$ cat config.mk
export PLATFORM = sky130hd
export DESIGN_NAME = falco_mem_arbiter
export DESIGN_NICKNAME = d
export VERILOG_FILES = /design/src/rtl/falco_mem_arbiter.sv
export SDC_FILE = /design/constraint.sdc
export NUM_CORES = 1
export LEC_CHECK = 0
export ABC_CLOCK_PERIOD_IN_PS = 4740
export BUFFER_PORTS_ARGS = -buffer_cell sky130_fd_sc_hd__buf_2
export CAP_MARGIN = 20
export CORE_MARGIN = 2
export CORE_UTILIZATION = 45
export CTS_BUF_LIST = sky130_fd_sc_hd__clkbuf_16
export DETAILED_ROUTE_END_ITERATION = 10
export PLACE_DENSITY = 0.78
export SETUP_SLACK_MARGIN = 0.5
export SLEW_MARGIN = 15
export SYNTH_ARGS = -nofsm -noshare
export SYNTH_HDL_FRONTEND = slang
export SYNTH_SLANG_ARGS = --single-unit
$ cat constraint.sdc
create_clock -name clk -period 4.74 [get_ports clk]
set_input_delay 0.948 -clock clk [delete_from_list [all_inputs] [get_ports clk]]
set_output_delay 0.948 -clock clk [all_outputs]
set_load 0.005 [all_outputs]
$ cat src/rtl/falco_mem_arbiter.sv
// Round-robin arbiter sharing one single-outstanding memory port between fetch, load and store.
// One transaction in flight at a time; a response that never arrives completes with an error.
module falco_mem_arbiter #(
    parameter int unsigned ADDR_W  = 32,
    parameter int unsigned DATA_W  = 32,
    parameter int unsigned TIMEOUT = 255
) (
    input  logic              clk,
    input  logic              rst,

    input  logic              if_req_valid,
    input  logic [ADDR_W-1:0] if_req_addr,
    output logic              if_req_ready,

    input  logic              ld_req_valid,
    input  logic [ADDR_W-1:0] ld_req_addr,
    output logic              ld_req_ready,

    input  logic              st_req_valid,
    input  logic [ADDR_W-1:0] st_req_addr,
    input  logic [DATA_W-1:0] st_req_wdata,
    output logic              st_req_ready,

    output logic              mem_req_valid,
    input  logic              mem_req_ready,
    output logic              mem_req_we,
    output logic [ADDR_W-1:0] mem_req_addr,
    output logic [DATA_W-1:0] mem_req_wdata,
    input  logic              mem_resp_valid,
    input  logic [DATA_W-1:0] mem_resp_rdata,

    output logic              if_resp_valid,
    output logic              ld_resp_valid,
    output logic              st_resp_valid,
    output logic [DATA_W-1:0] resp_data,
    output logic              resp_err,
    output logic              err_sticky
);

    // Timer counts 0 .. TIMEOUT-1 while waiting for the memory response.
    localparam int unsigned TimerW = (TIMEOUT > 1) ? $clog2(TIMEOUT) : 1;
    localparam logic [TimerW-1:0] TimerLast = TimerW'(TIMEOUT - 1);

    typedef enum logic [1:0] {
        StIdle,
        StIssue,
        StWait,
        StResp
    } state_e;

    typedef enum logic [1:0] {
        SrcIf = 2'd0,
        SrcLd = 2'd1,
        SrcSt = 2'd2
    } src_e;

    function automatic src_e next_src(input src_e s);
        case (s)
            SrcIf:   return SrcLd;
            SrcLd:   return SrcSt;
            default: return SrcIf;
        endcase
    endfunction

    state_e              state_q, state_d;
    src_e                rr_ptr_q, rr_ptr_d;
    src_e                src_q, src_d;
    logic                we_q, we_d;
    logic [ADDR_W-1:0]   addr_q, addr_d;
    logic [DATA_W-1:0]   wdata_q, wdata_d;
    logic [TimerW-1:0]   timer_q, timer_d;
    logic [DATA_W-1:0]   resp_data_q, resp_data_d;
    logic                resp_err_q, resp_err_d;
    logic                err_sticky_q, err_sticky_d;

    logic [3:0]          req_vec;
    logic [2:0]          rr_idx;
    logic                grant_valid;
    src_e                grant_src;

    // First valid requester at or after the round-robin pointer.
    always_comb begin
        req_vec     = {1'b0, st_req_valid, ld_req_valid, if_req_valid};
        rr_idx      = '0;
        grant_valid = 1'b0;
        grant_src   = SrcIf;
        for (int k = 0; k < 3; k++) begin
            rr_idx = {1'b0, rr_ptr_q} + 3'(k);
            if (rr_idx >= 3'd3) begin
                rr_idx = rr_idx - 3'd3;
            end
            if (!grant_valid && req_vec[rr_idx[1:0]]) begin
                grant_valid = 1'b1;
                grant_src   = src_e'(rr_idx[1:0]);
            end
        end
    end

    always_comb begin
        state_d      = state_q;
        rr_ptr_d     = rr_ptr_q;
        src_d        = src_q;
        we_d         = we_q;
        addr_d       = addr_q;
        wdata_d      = wdata_q;
        timer_d      = timer_q;
        resp_data_d  = resp_data_q;
        resp_err_d   = resp_err_q;
        err_sticky_d = err_sticky_q;

        unique case (state_q)
            StIdle: begin
                if (grant_valid) begin
                    state_d     = StIssue;
                    src_d       = grant_src;
                    rr_ptr_d    = next_src(grant_src);
                    we_d        = (grant_src == SrcSt);
                    resp_data_d = '0;
                    resp_err_d  = 1'b0;
                    unique case (grant_src)
                        SrcIf: begin
                            addr_d  = if_req_addr;
                            wdata_d = '0;
                        end
                        SrcLd: begin
                            addr_d  = ld_req_addr;
                            wdata_d = '0;
                        end
                        default: begin
                            addr_d  = st_req_addr;
                            wdata_d = st_req_wdata;
                        end
                    endcase
                end
            end
            StIssue: begin
                if (mem_req_ready) begin
                    state_d = StWait;
                    timer_d = '0;
                end
            end
            StWait: begin
                if (mem_resp_valid) begin
                    state_d     = StResp;
                    resp_data_d = we_q ? '0 : mem_resp_rdata;
                    resp_err_d  = 1'b0;
                end else if (timer_q == TimerLast) begin
                    state_d      = StResp;
                    resp_data_d  = '0;
                    resp_err_d   = 1'b1;
                    err_sticky_d = 1'b1;
                end else begin
                    timer_d = timer_q + TimerW'(1);
                end
            end
            default: begin
                state_d = StIdle;
            end
        endcase
    end

    always_ff @(posedge clk) begin
        if (rst) begin
            state_q      <= StIdle;
            rr_ptr_q     <= SrcIf;
            src_q        <= SrcIf;
            we_q         <= 1'b0;
            addr_q       <= '0;
            wdata_q      <= '0;
            timer_q      <= '0;
            resp_data_q  <= '0;
            resp_err_q   <= 1'b0;
            err_sticky_q <= 1'b0;
        end else begin
            state_q      <= state_d;
            rr_ptr_q     <= rr_ptr_d;
            src_q        <= src_d;
            we_q         <= we_d;
            addr_q       <= addr_d;
            wdata_q      <= wdata_d;
            timer_q      <= timer_d;
            resp_data_q  <= resp_data_d;
            resp_err_q   <= resp_err_d;
            err_sticky_q <= err_sticky_d;
        end
    end

    // Handshake outputs are forced low while rst is asserted, whatever the current state.
    logic idle_grant;
    logic in_resp;

    assign idle_grant = !rst && (state_q == StIdle) && grant_valid;
    assign in_resp    = !rst && (state_q == StResp);

    assign if_req_ready  = idle_grant && (grant_src == SrcIf);
    assign ld_req_ready  = idle_grant && (grant_src == SrcLd);
    assign st_req_ready  = idle_grant && (grant_src == SrcSt);

    assign mem_req_valid = !rst && (state_q == StIssue);
    assign mem_req_we    = we_q;
    assign mem_req_addr  = addr_q;
    assign mem_req_wdata = wdata_q;

    assign if_resp_valid = in_resp && (src_q == SrcIf);
    assign ld_resp_valid = in_resp && (src_q == SrcLd);
    assign st_resp_valid = in_resp && (src_q == SrcSt);
    assign resp_data     = in_resp ? resp_data_q : '0;
    assign resp_err      = in_resp && resp_err_q;
    assign err_sticky    = err_sticky_q;

endmodule

# After elaboration in Yosys (flattened, before gate mapping)
# Cells that the tools add are included.
# W data, S select, Z words.
[word_totals]
input_bits = 167
ff_bits = 113
output_inout_bits = 106
wordCells = 100
[classes]
magnitude_cmp = 6
eq_ne = 13
bitwise_logic = 1
reduce_logical = 27
addsub = 6
mux = 37
[op_table]
columns = ["operator", "n"]
rows = [
  ["$mux W32", 6],
  ["$pmux W32 S2", 2],
  ["$mux W8", 3],
  ["$mux W2", 10],
  ["$pmux W8 S2", 1],
  ["$logic_and A1 B1 Y1", 13],
  ["$lt A2 B3 Y1 const B", 3],
  ["$mux W1", 9],
  ["$reduce_and A3 Y1", 3],
  ["$add A8 B1 Y8 const B", 1],
  ["$eq A2 B2 Y1 const B", 4],
  ["$eq A8 B8 Y1 const B", 1],
  ["$ne A2 B2 Y1 const B", 4],
  ["$bmux W1 S2", 3],
  ["$eq A2 B1 Y1 const B", 3],
  ["$ge A3 B2 Y1 const B", 2],
  ["$logic_not A2 Y1", 3],
  ["$pmux W2 S3", 1],
  ["$sub A2 B2 Y2 const B", 3],
  ["$pmux W2 S2", 1],
  ["$reduce_and A4 Y1", 1],
  ["$reduce_bool A2 Y1", 2],
  ["$add A2 B1 Y3 const B", 1],
  ["$add A2 B2 Y3 const B", 1],
  ["other kinds (7)", 9],
]

# Logic depth before layout (Yosys ltp)
# Gate-level depths: netlist (run 1).
[depth]
word_depth = 14
mapped_depth = 11
ltp_nobuf = 8

# Least setup slack after synthesis (run 1)
# Ideal clock, no wire load.
[synth_timing]
kind = "in2out"
startpoint = "input port ld_req_valid"
endpoint = "output port ld_req_ready"
arrival_ns = 2.210
required_time_ns = 3.792
cell_stages = 7
path_slack_ns = 1.582
cell_sequence = "mux2i_1 o221ai_1 o32a_2 or2_1 buf_4 buf_6 nor3_2"
[synth_via]
elab_chain_cells = 11
word_cells_on_any_way = 19
[synth_rtl]
columns = ["element", "line_no", "rtl"]
rows = [
  ["start, declared", "15", "input logic ld_req_valid,"],
  ["$bmux W1 S2", "92", "if (!grant_valid && req_vec[rr_idx[1:0]]) begin"],
  ["$mux W1 (not written as such)", "92", ""],
  ["$mux W1", "92", ""],
  ["$logic_not A1 Y1", "92", ""],
  ["$logic_and A1 B1 Y1", "92", ""],
  ["$mux W1", "92", ""],
  ["$logic_not A1 Y1", "92", ""],
  ["$logic_and A1 B1 Y1", "92", ""],
  ["$mux W2 / $mux W1 (equally long branches)", "92", ""],
  ["$eq A2 B1 Y1 / $logic_and A1 B1 Y1 (equally long branches)", "196, 192", ""],
  ["$logic_and A1 B1 Y1 (*)", "196", "assign ld_req_ready = idle_grant && (grant_src == SrcLd);"],
  ["end, declared", "17", "output logic ld_req_ready,"],
]
# Mark *: on every way between the ends. The rest lies on a longest branch, timed or not. The select of a mux whose other input is x is not followed.

# Final worst setup path (run 1)
[layout_timing]
startpoint = "register rr_ptr_q[1]"
endpoint = "output port if_req_ready"
[layout_via]
elab_chain_cells = 13
word_cells_on_any_way = 30
[layout_rtl]
columns = ["element", "line_no", "rtl"]
rows = [
  ["start, declared", "66", "src_e rr_ptr_q, rr_ptr_d;"],
  ["start signal, assigned", "165", "rr_ptr_q <= SrcIf;"],
  ["start signal, assigned", "176", "rr_ptr_q <= rr_ptr_d;"],
  ["branches (longest 12 deep; another with $add A2 B1 Y3)", "--", ""],
  ["$logic_and A1 B1 Y1 (*)", "195", "assign if_req_ready = idle_grant && (grant_src == SrcIf);"],
  ["end, declared", "13", "output logic if_req_ready,"],
]
# Every way passes the cells marked *. The select of a mux whose other input is x is not followed.

==> results of run 1 <==
-- power by group --
part | internal (mW) | switching (mW)
clock | 0.864 | 0.430
sequential | 1.16 | 0.110
combinational | 0.928 | 1.66
-- Yosys cell counts, types with 3 or more instances --
master,count
buf_2,14
nand3b_1,32
nor2_1,43
o21ai_0,4
o21ai_1,11
buf_4,4
nand3_2,8
nand2_1,76
dfxtp_1,113
buf_1,3
clkbuf_1,25
and2_1,33
o21a_1,5
a221oi_1,24
nor3_1,4
a21oi_1,41
xor2_1,4
nor2b_1,7
o21ai_2,21
nand4_1,4
ha_1,10
a211oi_2,29
a211oi_1,4
buf_6,12
a221oi_2,8
inv_1,6
nand3_1,59
nand2b_1,4
or2_1,3
mux2i_1,5
-- metrics by stage --
| step | area (sq um) | setup slack [ps] | power, mW |
|---|---|---|---|
| global placement | 7010 | 1260 | 3.85 |
| CTS | 7610 | 1140 | 5.19 |
| detailed placement | 7010 | 1230 | 3.87 |
| finish | 7610 | 1170 | 5.15 |
| floorplan | 5650 | 1580 | 3.41 |
| global route | 7610 | 938 | 5.52 |
-- metal layers --
layer / vias up / track usage
met5: - / 0
met4: 0 / 0.0921
met3: 29 / 0.0701
met2: 204 / 0.386
met1: 2583 / 0.301
li1: 2766 / -
-- registers in the layout, indices dropped and copies added (netlist names) --
signal         cells
resp_err_q         1
mem_req_we         1
resp_data_q       32
err_sticky         1
src_q              2
state_q            2
rr_ptr_q           2
timer_q            8
mem_req_addr      32
mem_req_wdata     32
-- worst max-delay path: cells and delay by family (launching register included) --
kind	cells	cell delay, ps
adders and majority gates	1	240
DFF	1	380
AOI/OAI and AO/OA	3	640
buffers and inverters	3	470
and+or+nand+nor	2	470
-- kinds of logic after synthesis --
group	after synthesis	share of synthesized area
adder cells (fa/ha/maj)	10	0.0222
multiplexers	5	0.00886
XOR/XNOR	4	0.00620
AO/OA/AOI/OAI	155	0.230
AND/OR/NAND/NOR	286	0.267
flip-flops	113	0.401
buffers and inverters	65	0.0651
-- final cells by class --
class                   count  area [sq um]
fillers                  1068          4500
multi-input cells         460          3050
flip-flops and latches    113          2260
repair buffers            284          1470
clock buffers              17           425
well taps                 168           210
clock inverters            15           176
inverters                   6          22.5
-- worst paths after layout --
path | endpoint | depth (start not counted) | slack (ps)
max | if_req_ready | 9 | 1170
min | mem_req_wdata[19] | 2 | 450
max reg2reg | mem_req_addr[2] | 9 | 1750
min reg2reg | mem_req_wdata[19] | 2 | 450
==> flow_summary.ini, run 1 <==
[die]
start_util = 0.466
fp.coreArea_sq_um = 12100
die_h_microns = 116
rows = 40
die-area_sq_um = 13500
die_w_microns = 116
pin_count = 273

[grt]
grt_pass1_vias = 5305
grt_pass1_wl_mm = 25.5
grt_max_degree = 53
grt_overflow = 0
grt_usage = 0.239
antenna_found_initial = 0

[clocking]
htree_num_levels = 4
cts_root_buffer = clkbuf_16
cts_setup_buffers = 0
ctsResizeCount = 0
clk_pin_slew_worst_paths_ps = 50
clock-sinks = 113
hold_buffers = 0
cts_buffers = 17
clk_latency_ps = 410
cts_tree = yes
cts_max_path_buffers = 2

[timing]
min_period_ps = 3570
fin_tns_setup_ps = 0
rsz0062_at_grt = false
worst_pin_slew_ps = 1090
slew_headroom = 0.273
fmax_ghz = 0.280
hold_ws_ps = 446
skew_ps = 14.2
hold_viol = 0
post-route-period-util = 0.752
slew_viol_final = 0
setup_viol = 0

[route]
top_layer = met4
wl_mm = 15.8
route.met2.wl_mm = 7.56
drtAntennaViolNets = 0
drt_iter0_drc = 399
drc = 0
drtPass1Iterations = 5
wire_per_inst_microns = 14.9
drt-met1-wl_mm = 6.80
viasPerCell = 5.25
dr_wl_met3_mm = 1.14
vias = 5582

[cells_and_area]
utilization = 0.628
final_common_cell = buf_2
most-common-layout-cells = 271 x buf_2, 113 x dfxtp_1, 75 x nand2_1, 59 x nand3_1, 43 x nor2_1
drive_above_1_share = 0.434
diodes = 0
area_growth_pct = 34.8
final_cells = 1063
layout.nets = 1059

[power_and_ir_drop]
powerDensity_nw_per_um2 = 677
p_leak_nw = 3.40
vdd_drop_max_mv = 0.789

[placed_design]
port_buffers = 272
gp_congestion = 0.844
post-place-cells = 1031
dp_hpwl_mm = 11.1

[synthesis]
dominantRegCellSynth = dfxtp_1
avgSynthCellArea_sq_um = 8.85
yosys.area.top_type = dfxtp_1
syn-cell-area_sq_um = 5650
async_flop_share = 0
yosysWarnings = 0
synth_nets = 815
synth.area.top_cells = dfxtp_1 40%, a211oi_2 6.4%, nand3_1 5.2%, nand2_1 5.1%, nand3b_1 4.3%
synth-edff-count = 0
ys_types = 49
postSynthCellCount = 638
ys_ff_latch = 113
yosysSeqAreaShare = 0.401
yosysTopAreaCellShare = 0.401

[run]
maxCapViolations = 0

[critical_path]
r2r-start = rr_ptr_q[1]
endpoint_kind = output port
critical-path-max-stage-delay_ps = 380
worstPathRequired_ps = 3790
cp.arrival_ps = 2620
path_class = reg2out
cp_cell_sequence = inv_1 -> ha_1 -> a22o_1 -> a211oi_2 -> or2_1 -> o21ai_2 -> buf_4 -> nor4_1 -> buf_2
slowest_stage = dfxtp_1
critPathLaunchType = flop
crit_path_start = rr_ptr_q[1]
cp_max_fo = 33

[hold_path]
hold_class = reg2reg
hp-start = mem_req_wdata[19]

[outcome]
status = completed
Power figures use the tool's default switching activity.
==> run 2: changes to the inputs <==
--- a/config.mk
+++ b/config.mk
@@ -5,14 +5,14 @@
 export SDC_FILE = /design/constraint.sdc
 export NUM_CORES = 1
 export LEC_CHECK = 0
-export ABC_CLOCK_PERIOD_IN_PS = 4740
+export ABC_CLOCK_PERIOD_IN_PS = 2900
 export BUFFER_PORTS_ARGS = -buffer_cell sky130_fd_sc_hd__buf_2
 export CAP_MARGIN = 20
 export CORE_MARGIN = 2
-export CORE_UTILIZATION = 45
+export CORE_UTILIZATION = 42
 export CTS_BUF_LIST = sky130_fd_sc_hd__clkbuf_16
 export DETAILED_ROUTE_END_ITERATION = 10
-export PLACE_DENSITY = 0.78
+export PLACE_DENSITY = 0.77
 export SETUP_SLACK_MARGIN = 0.5
 export SLEW_MARGIN = 15
 export SYNTH_ARGS = -nofsm -noshare
==> constraint.sdc (replaced) <==
create_clock -name clk -period 2.9 [get_ports clk]
set_input_delay 0.58 -clock clk [delete_from_list [all_inputs] [get_ports clk]]
set_output_delay 0.58 -clock clk [all_outputs]
set_load 0.005 [all_outputs]
==> run 2 against run 1 <==
Register-to-register slack lost 1200 ps. Largest cell class unchanged. Utilization shrank 2.9 points. Highest routed layer unchanged. Via count grew 1.8%.
==> flow_summary.ini, run 2 (same netlist as run 1, synthesis figures left out) <==
[outcome]
status = completed

[power_and_ir_drop]
powerDensity_nw_per_um2 = 1140
p_total_mw = 9.02
vdd_drop_max_mv = 0.897
p_leak_nw = 3.49

[grt]
grt_usage = 0.222
grt_use_met2 = 0.383
grt_pass1_wl_mm = 26.0
use_met3 = 0.0694
grt_max_degree = 67
grt_overflow = 0
grt_pass1_vias = 5323
grt.busiest_layer = met2
antenna_found_initial = 0
gr-usage-met1 = 0.266

[placed_design]
dp_hpwl_mm = 11.0
dp_slack_ps = 292
gp_congestion = 0.893
port_buffers = 272
post-place-cells = 1041

[timing]
fmax_ghz = 0.355
skew_ps = 7.85
post-route-period-util = 0.971
slew_viol_final = 0
setup_viol = 0
slew_headroom = 0.624
min_period_ps = 2820
worst_pin_slew_ps = 564
hold_viol = 0
rsz0062_at_grt = true
hold_ws_ps = 406
setup_slack_ps = 82.9

[cells_and_area]
final_common_cell = buf_2
diodes = 0
fillCellCount = 1204
layout.nets = 1070
final_cells = 1082
most-common-layout-cells = 271 x buf_2, 109 x dfxtp_1, 76 x nand2_1, 59 x nand3_1, 42 x nor2_1
utilization = 0.600
drive_above_1_share = 0.469
area_growth_pct = 40.1

[die]
start_util = 0.428
pin_count = 273
die_w_microns = 120
die-area_sq_um = 14400
die_h_microns = 120
fp.coreArea_sq_um = 13200
rows = 42

[critical_path]
path_class = reg2out
crit_path_start = rr_ptr_q[1]
endpoint_kind = output port
cp_num_buf_inv = 2
critPathLaunchType = flop
r2r-start = rr_ptr_q[1]
slowest_stage = dfxtp_4
worstPathRequired_ps = 2320
path_delay_family = compound AO/OA/AOI/OAI gates
cp_cell_sequence = inv_4 -> ha_4 -> mux2i_2 -> o221ai_2 -> o32a_4 -> or2_4 -> nor3_4 -> buf_2
r2r_slack_ps = 550
critical-path-max-stage-delay_ps = 370
cp_max_fo = 4
cp.arrival_ps = 2240

[route]
viasPerCell = 5.25
drtPass1Iterations = 4
vias = 5681
wl_mm = 16.5
wire_per_inst_microns = 15.3
drtAntennaViolNets = 0
drc = 0
drt_iter0_drc = 355

[clocking]
clk_pin_slew_worst_paths_ps = 60
hold_buffers = 0
clock-sinks = 113
cts_max_path_buffers = 2
cts_buffers = 17
cts_root_buffer = clkbuf_16
cts_tree = yes
clk_latency_ps = 400
htree_num_levels = 4

[hold_path]
hp-start = mem_resp_rdata[11]
hold_class = in2reg

[run]
maxCapViolations = 0
==> run 2: changes by cell type in the layout (fill, tap and decap cells not counted), sizes merged <==
cell / before / now
buf: 284 / 294
bufinv: 4 / 2
clkbuf: 17 / 18
clkinv: 6 / 7
clkinvlp: 2 / 3
==> run 2: final timing paths <==
kind / to / cells after the start
min reg2reg: mem_req_wdata[17] / 2
min: resp_data_q[11] / 3
max reg2reg: mem_req_addr[2] / 10
max: ld_req_ready / 8
==> run 2: power by group <==
| part | internal (mW) | leakage [nW] | switching, mW |
|---|---|---|---|
| Sequential | 1.90 | 0.924 | 0.189 |
| Combinational | 1.97 | 2.29 | 2.92 |
| Clock | 1.27 | 0.280 | 0.768 |
==> run 2: final cells by class <==
cell class                 instances  area (sq um)  share of cell area
multi-input combinational        460          3170               0.401
sequential                       113          2270               0.287
timing repair buffer             295          1630               0.206
clock buffer                      17           425              0.0538
tap                              176           220              0.0278
clock inverter                    15           160              0.0202
inverter                           6          27.5             0.00348
==> run 2: repair_timing <==
item | in CTS | in global routing
setup buffers | 8 | 0
cloned | 0 | 1
setup endpoints to repair | 35 | 102
pin swaps | 13 | 5
gates resized for setup | 10 | 13
==> run 2: worst reg2reg max path: stages (launching register included) <==
cell	delay [ps]
dfxtp_4	370
inv_4	80
ha_4	150
mux2i_2	240
o221ai_2	140
o32a_4	330
buf_4	140
nor2_4	150
buf_12	220
a221oi_1	160
a211oi_1	280
==> run 2: layer usage <==
| layer | vias to the layer above | share of wire |
|---|---|---|
| met5 | - | 0 |
| met4 | 0 | 0.011 |
| met3 | 12 | 0.068 |
| met2 | 191 | 0.51 |
| met1 | 2695 | 0.42 |
| li1 | 2783 | - |
==> run 2: through the flow <==
stage	cell area [sq um]	TNS (ps)
2_1_floorplan	5730	0
3_3_place_gp	7150	0
3_5_place_dp	7150	0
4_1_cts	7840	0
5_1_grt	7910	-12.8
6_report	7910	0
